<file path="src/rtl/paddle_control.sv">
// rtl/paddle_control.sv - debounced, accelerating, clamped paddle position generator
module paddle_control #(
    parameter int MAXX      = 320,
    parameter int PD_LEN    = 20,
    parameter int DEB_CYC   = 16,
    parameter int TICK      = 10000,
    parameter int ACC_STEPS = 8,
    parameter int MAX_SHIFT = 2
) (
    input  logic       clock,
    input  logic       reset,
    input  logic       enable,
    input  logic       center,
    input  logic       btn_l,
    input  logic       btn_r,
    output logic [9:0] pd_x,
    output logic [1:0] pd_dir,
    output logic [1:0] pd_speed
);

    localparam int DW = $clog2(DEB_CYC + 1);
    localparam int TW = $clog2(TICK + 1);
    localparam int SW = $clog2(ACC_STEPS + 1);

    localparam logic [9:0]  X_MID  = 10'(MAXX / 2);
    localparam logic [9:0]  X_HI   = 10'(MAXX - PD_LEN);
    localparam logic [9:0]  X_LO   = 10'(PD_LEN);
    localparam logic [10:0] X_HI_W = 11'(MAXX - PD_LEN);

    typedef enum logic [1:0] {
        ST_IDLE  = 2'b00,
        ST_LEFT  = 2'b01,
        ST_RIGHT = 2'b10,
        ST_BLOCK = 2'b11
    } state_t;

    // index 0 is the left button, index 1 the right button
    logic [1:0]    sync1, sync2, deb;
    logic [DW-1:0] deb_cnt [2];

    state_t        state, state_next;
    logic [TW-1:0] tick_cnt;
    logic [SW-1:0] step_cnt;
    logic [1:0]    shift;
    logic          step, state_chg, moving;

    logic [9:0]    step_px;
    logic [10:0]   right_sum, left_lim;
    logic [9:0]    left_diff, x_right, x_left;

    // two-flop synchroniser for the raw buttons
    always_ff @(posedge clock or negedge reset) begin
        if (!reset) begin
            sync1 <= '0;
            sync2 <= '0;
        end else begin
            sync1 <= {btn_r, btn_l};
            sync2 <= sync1;
        end
    end

    // accept a synced level only after it has differed for DEB_CYC samples
    always_ff @(posedge clock or negedge reset) begin
        if (!reset) begin
            deb        <= '0;
            deb_cnt[0] <= '0;
            deb_cnt[1] <= '0;
        end else begin
            for (int i = 0; i < 2; i++) begin
                if (sync2[i] == deb[i]) begin
                    deb_cnt[i] <= '0;
                end else if (deb_cnt[i] == DW'(DEB_CYC - 1)) begin
                    deb[i]     <= sync2[i];
                    deb_cnt[i] <= '0;
                end else begin
                    deb_cnt[i] <= deb_cnt[i] + 1'b1;
                end
            end
        end
    end

    // direction FSM state register
    always_ff @(posedge clock or negedge reset) begin
        if (!reset) state <= ST_IDLE;
        else        state <= state_next;
    end

    // next direction from the debounced buttons; center/disable force idle
    always_comb begin
        state_next = ST_IDLE;
        if (!center && enable) begin
            case (deb)
                2'b11:   state_next = ST_BLOCK;
                2'b01:   state_next = ST_LEFT;
                2'b10:   state_next = ST_RIGHT;
                default: state_next = ST_IDLE;
            endcase
        end
    end

    assign step      = (tick_cnt == TW'(TICK - 1));
    assign state_chg = (state_next != state);
    assign moving    = (state == ST_LEFT) || (state == ST_RIGHT);

    // step timer restarts on every direction change
    always_ff @(posedge clock or negedge reset) begin
        if (!reset)                tick_cnt <= '0;
        else if (state_chg || step) tick_cnt <= '0;
        else                       tick_cnt <= tick_cnt + 1'b1;
    end

    // speed doubles every ACC_STEPS steps held in one direction
    always_ff @(posedge clock or negedge reset) begin
        if (!reset) begin
            step_cnt <= '0;
            shift    <= '0;
        end else if (state_chg) begin
            step_cnt <= '0;
            shift    <= '0;
        end else if (step && moving) begin
            if (step_cnt == SW'(ACC_STEPS - 1)) begin
                step_cnt <= '0;
                if (shift != 2'(MAX_SHIFT)) shift <= shift + 1'b1;
            end else begin
                step_cnt <= step_cnt + 1'b1;
            end
        end
    end

    // clamped candidate positions, computed one bit wider so nothing wraps
    always_comb begin
        step_px   = 10'd1 << shift;
        right_sum = {1'b0, pd_x} + {1'b0, step_px};
        left_lim  = {1'b0, X_LO} + {1'b0, step_px};
        left_diff = pd_x - step_px;
        x_right   = (right_sum > X_HI_W) ? X_HI : right_sum[9:0];
        x_left    = ({1'b0, pd_x} < left_lim) ? X_LO : left_diff;
    end

    // position register: center wins over a coincident step
    always_ff @(posedge clock or negedge reset) begin
        if (!reset) begin
            pd_x <= X_MID;
        end else if (center) begin
            pd_x <= X_MID;
        end else if (enable && step) begin
            if (state == ST_LEFT)       pd_x <= x_left;
            else if (state == ST_RIGHT) pd_x <= x_right;
        end
    end

    assign pd_dir   = state;
    assign pd_speed = shift;

endmodule

</file>
<file path="config.mk">
export PLATFORM = sky130hd
export DESIGN_NAME = paddle_control
export DESIGN_NICKNAME = d
export VERILOG_FILES = /design/src/rtl/paddle_control.sv
export SDC_FILE = /design/constraint.sdc
export NUM_CORES = 1
export LEC_CHECK = 0
export ABC_AREA = 1
export ABC_CLOCK_PERIOD_IN_PS = 2600
export CAP_MARGIN = 25
export CORE_ASPECT_RATIO = 1.5
export CORE_UTILIZATION = 64
export CTS_CLUSTER_SIZE = 40
export DETAILED_ROUTE_END_ITERATION = 6
export DONT_BUFFER_PORTS = 1
export PLACE_DENSITY = 0.8
export SETUP_SLACK_MARGIN = 0.4
export SYNTH_ARGS = -nofsm -noshare
export SYNTH_HDL_FRONTEND = slang
export SYNTH_SLANG_ARGS = --single-unit
</file>
<file path="constraint.sdc">
create_clock -name clock -period 2.6 [get_ports clock]
set_input_delay 0.52 -clock clock [delete_from_list [all_inputs] [get_ports clock]]
set_output_delay 0.52 -clock clock [all_outputs]
set_load 0.005 [all_outputs]
</file>
==> reports/metrics.cfg <==
[timing]
post-route-period-util_pct = 92.2
tightestPinTransition_ns = 0.478
min_period_ns = 2.40
finalHoldViolCount = 0
drv_slew = 0
setup_viol = 0
relSlewSlack_pct = 68.1
max_clock_freq_mhz = 417
final.setup_skew_ns = 0.0113
fin_setup_tns_ns = 0
rsz0062_at_grt = yes

[floorplan]
die_h_um = 87.3
top_level_ports = 20
start_util_pct = 67.8
rows = 30
core-area_mm2 = 0.00458
die_w_um = 58.9
dieArea_mm2 = 0.00514

[placed_design]
routabilityCongestion = 0.941
io_buffers = 0
dp_hpwl_um = 4980

[global_route]
grt_use_total_pct = 29.1
grt_pass1_vias = 2687
grt_max_degree = 47
grt_first_pass_wirelength_um = 11200
antenna_found_initial = 0
overflow = 0

[synth]
synth_flop_cell = dfrtp_1
synth_edf_count = 0
synth_cell_types = 43
yosysWarningCount = 0
synth_top_cell_by_area = dfrtp_1
ys_ff_latch = 48
synth_area_mm2 = 0.00311
seq_area_frac_synth_pct = 38.7
synth_nets = 421
yosysTopAreaCellShare_pct = 37.1
syn_inst = 392
synth_area_leaders = dfrtp_1 (37%), nand2_1 (11%), ha_1 (8.5%), inv_1 (6.3%), nand3_1 (4.3%)
ys_async_sr_fraction_pct = 100
postSynthAreaPerCell_um2 = 7.93

[routing]
ant_nets = 0
drt_iter0_markers = 197
wirelength_um = 6980
vias_per_cell = 5.56
drc_errors = 0
vias = 2637
routedWlPerCell_um = 14.7
firstDrtPassIters = 4

[clocking]
h-tree-depth = 2
clk_pin_slew_ns = 0.09
root_buffer = clkbuf_8
insertion_delay_ns = 0.30
ctsLongestPathBuffers = 2
cts_buffers = 5
cts_tree = yes
clock-sinks = 48

[setup_path]
crit_buf_inv = 4
rr_endpoint = pd_x[4]
critPathRequiredTime_ns = 2.84
slowest_stage = dfrtp_2
critPathTopFamily = simple AND/OR/NAND/NOR gates
crit_path_cell_trace = inv_2 > ha_4 > buf_6 > ha_4 > inv_2 > fa_2 > nand2_1 > nand2_1 > nand2_1 > nand2_1 > nor2_2 > buf_4 > nor3_2 > nor3_1 > nand2_2 > nand2_1
cp_common_cell = nand2_1
worst-path-max-fanout = 6
critPathKind = reg -> reg
startpoint_type = register
critPathCaptureType = register
cpPeakStageDelay_ns = 0.49
r2r-start = pd_speed[1]
regToRegSetupSlack_ns = 0.20
cp.arrival_ns = 2.64
reg2reg_depth = 16

[final_layout]
drive_gt1_share_pct = 24.9
final_common_cell = nand2_1
syn_to_final_growth_pct = 15.9
finish.net_count = 438
layout_common_cells = nand2_1 (83), inv_1 (44), dfrtp_1 (44)
diodes = 0

[power]
power_density_mw_per_mm2 = 434
fin_total_pwr_uw = 1560
ir_drop_uv = 653
p_leak_uw = 0.00177

[min_path]
hp-class = in -> async

[flow_run]
drv.max_cap_violation_count = 0

[outcome]
status = complete, no violations

==> cell type report <==
cell class | count | area [um^2]
Sequential cell | 48 | 1210
Clock inverter | 3 | 42.5
Clock buffer | 5 | 68.8
Fill cell | 323 | 980
Inverter | 64 | 245
Timing Repair Buffer | 12 | 114
Tap cell | 64 | 80.1
Multi-Input combinational cell | 278 | 1840
==> power breakdown <==
part	internal [uW]	switching, uW
clock network	284	245
registers	814	64.0
logic	53.0	101
total	1150	411
==> flip-flops by register name (all words and copies together), names as in the netlist <==
signal / cells
deb: 2
deb_cnt: 10
pd_dir: 2
pd_speed: 2
pd_x: 10
step_cnt: 4
sync1: 2
sync2: 2
tick_cnt: 14
==> synthesized netlist by cell type, types with 4 or more instances <==
| cell type | number |
|---|---|
| a21oi_1 | 18 |
| inv_1 | 52 |
| nor2_4 | 4 |
| o21ai_0 | 10 |
| inv_2 | 9 |
| ha_1 | 21 |
| nand2_1 | 91 |
| dfrtp_1 | 46 |
| nand4_1 | 6 |
| nor3_1 | 11 |
| xnor2_1 | 4 |
| nand2_2 | 8 |
| nand3_2 | 4 |
| nor2_1 | 34 |
| nand3_1 | 27 |
| xor2_1 | 9 |
| o21ai_1 | 4 |
==> worst reg2reg max path: stages, from the launching register on <==
cell,delay [ns]
dfrtp_2,0.49
inv_2,0.11
ha_4,0.15
buf_6,0.10
ha_4,0.11
inv_2,0.04
fa_2,0.33
nand2_1,0.08
nand2_1,0.07
nand2_1,0.08
nand2_1,0.08
nor2_2,0.13
buf_4,0.13
nor3_2,0.03
nor3_1,0.27
nand2_2,0.09
nand2_1,0.06
==> repair_timing <==
action                                  CTS  global route
endpoints found under the hold margin    46             0
endpoints found under the setup margin   10            10
hold buffers                              1             0
pin swaps                                10            14
gates resized for setup                  30            18
setup buffers                             7             4
==> worst max-delay path by stage <==
stage                start       to  slack [ns]  depth (start not counted)
6_report       pd_speed[1]  pd_x[4]        0.20                         16
5_1_grt        pd_speed[1]  pd_x[2]        0.06                         15
4_1_cts        pd_speed[0]  pd_x[2]        0.27                         17
3_5_place_dp   pd_speed[0]  pd_x[2]        0.15                         16
3_3_place_gp   pd_speed[1]  pd_x[8]        0.16                         15
2_1_floorplan  pd_speed[0]  pd_x[2]        0.43                         15
==> per-stage QoR <==
step	hold slack, ns	cell area (um^2)	cells	worst slack, ns	utilization (%)
global route	0.0249	3600	474	0.0553	78.6
finish	0.0422	3600	474	0.202	78.6
global placement	0.225	3200	454	0.159	69.9
CTS	0.0384	3500	470	0.268	76.4
detailed placement	0.225	3200	454	0.151	69.9
floorplan	0.224	3130	392	0.433	-
==> kinds of logic after synthesis <==
family / after synthesis / synth area share, %
multiplexers: 2 / 0.725
XOR/XNOR: 14 / 4.19
adder cells (fa/ha/maj): 23 / 9.75
flip-flops: 48 / 38.7
buffers and inverters: 66 / 8.14
AO/OA/AOI/OAI: 42 / 8.06
AND/OR/NAND/NOR: 197 / 30.4
==> layer usage <==
layer | GRT usage [%] | wire, um | vias to the layer above
met4 | 16.7 | 260 | 0
met5 | 0 | 0 | -
met3 | 5.35 | 292 | 27
met1 | 30.0 | 2580 | 1245
met2 | 53.2 | 3850 | 78
li1 | - | - | 1287
(Power assumes the default switching activity.)
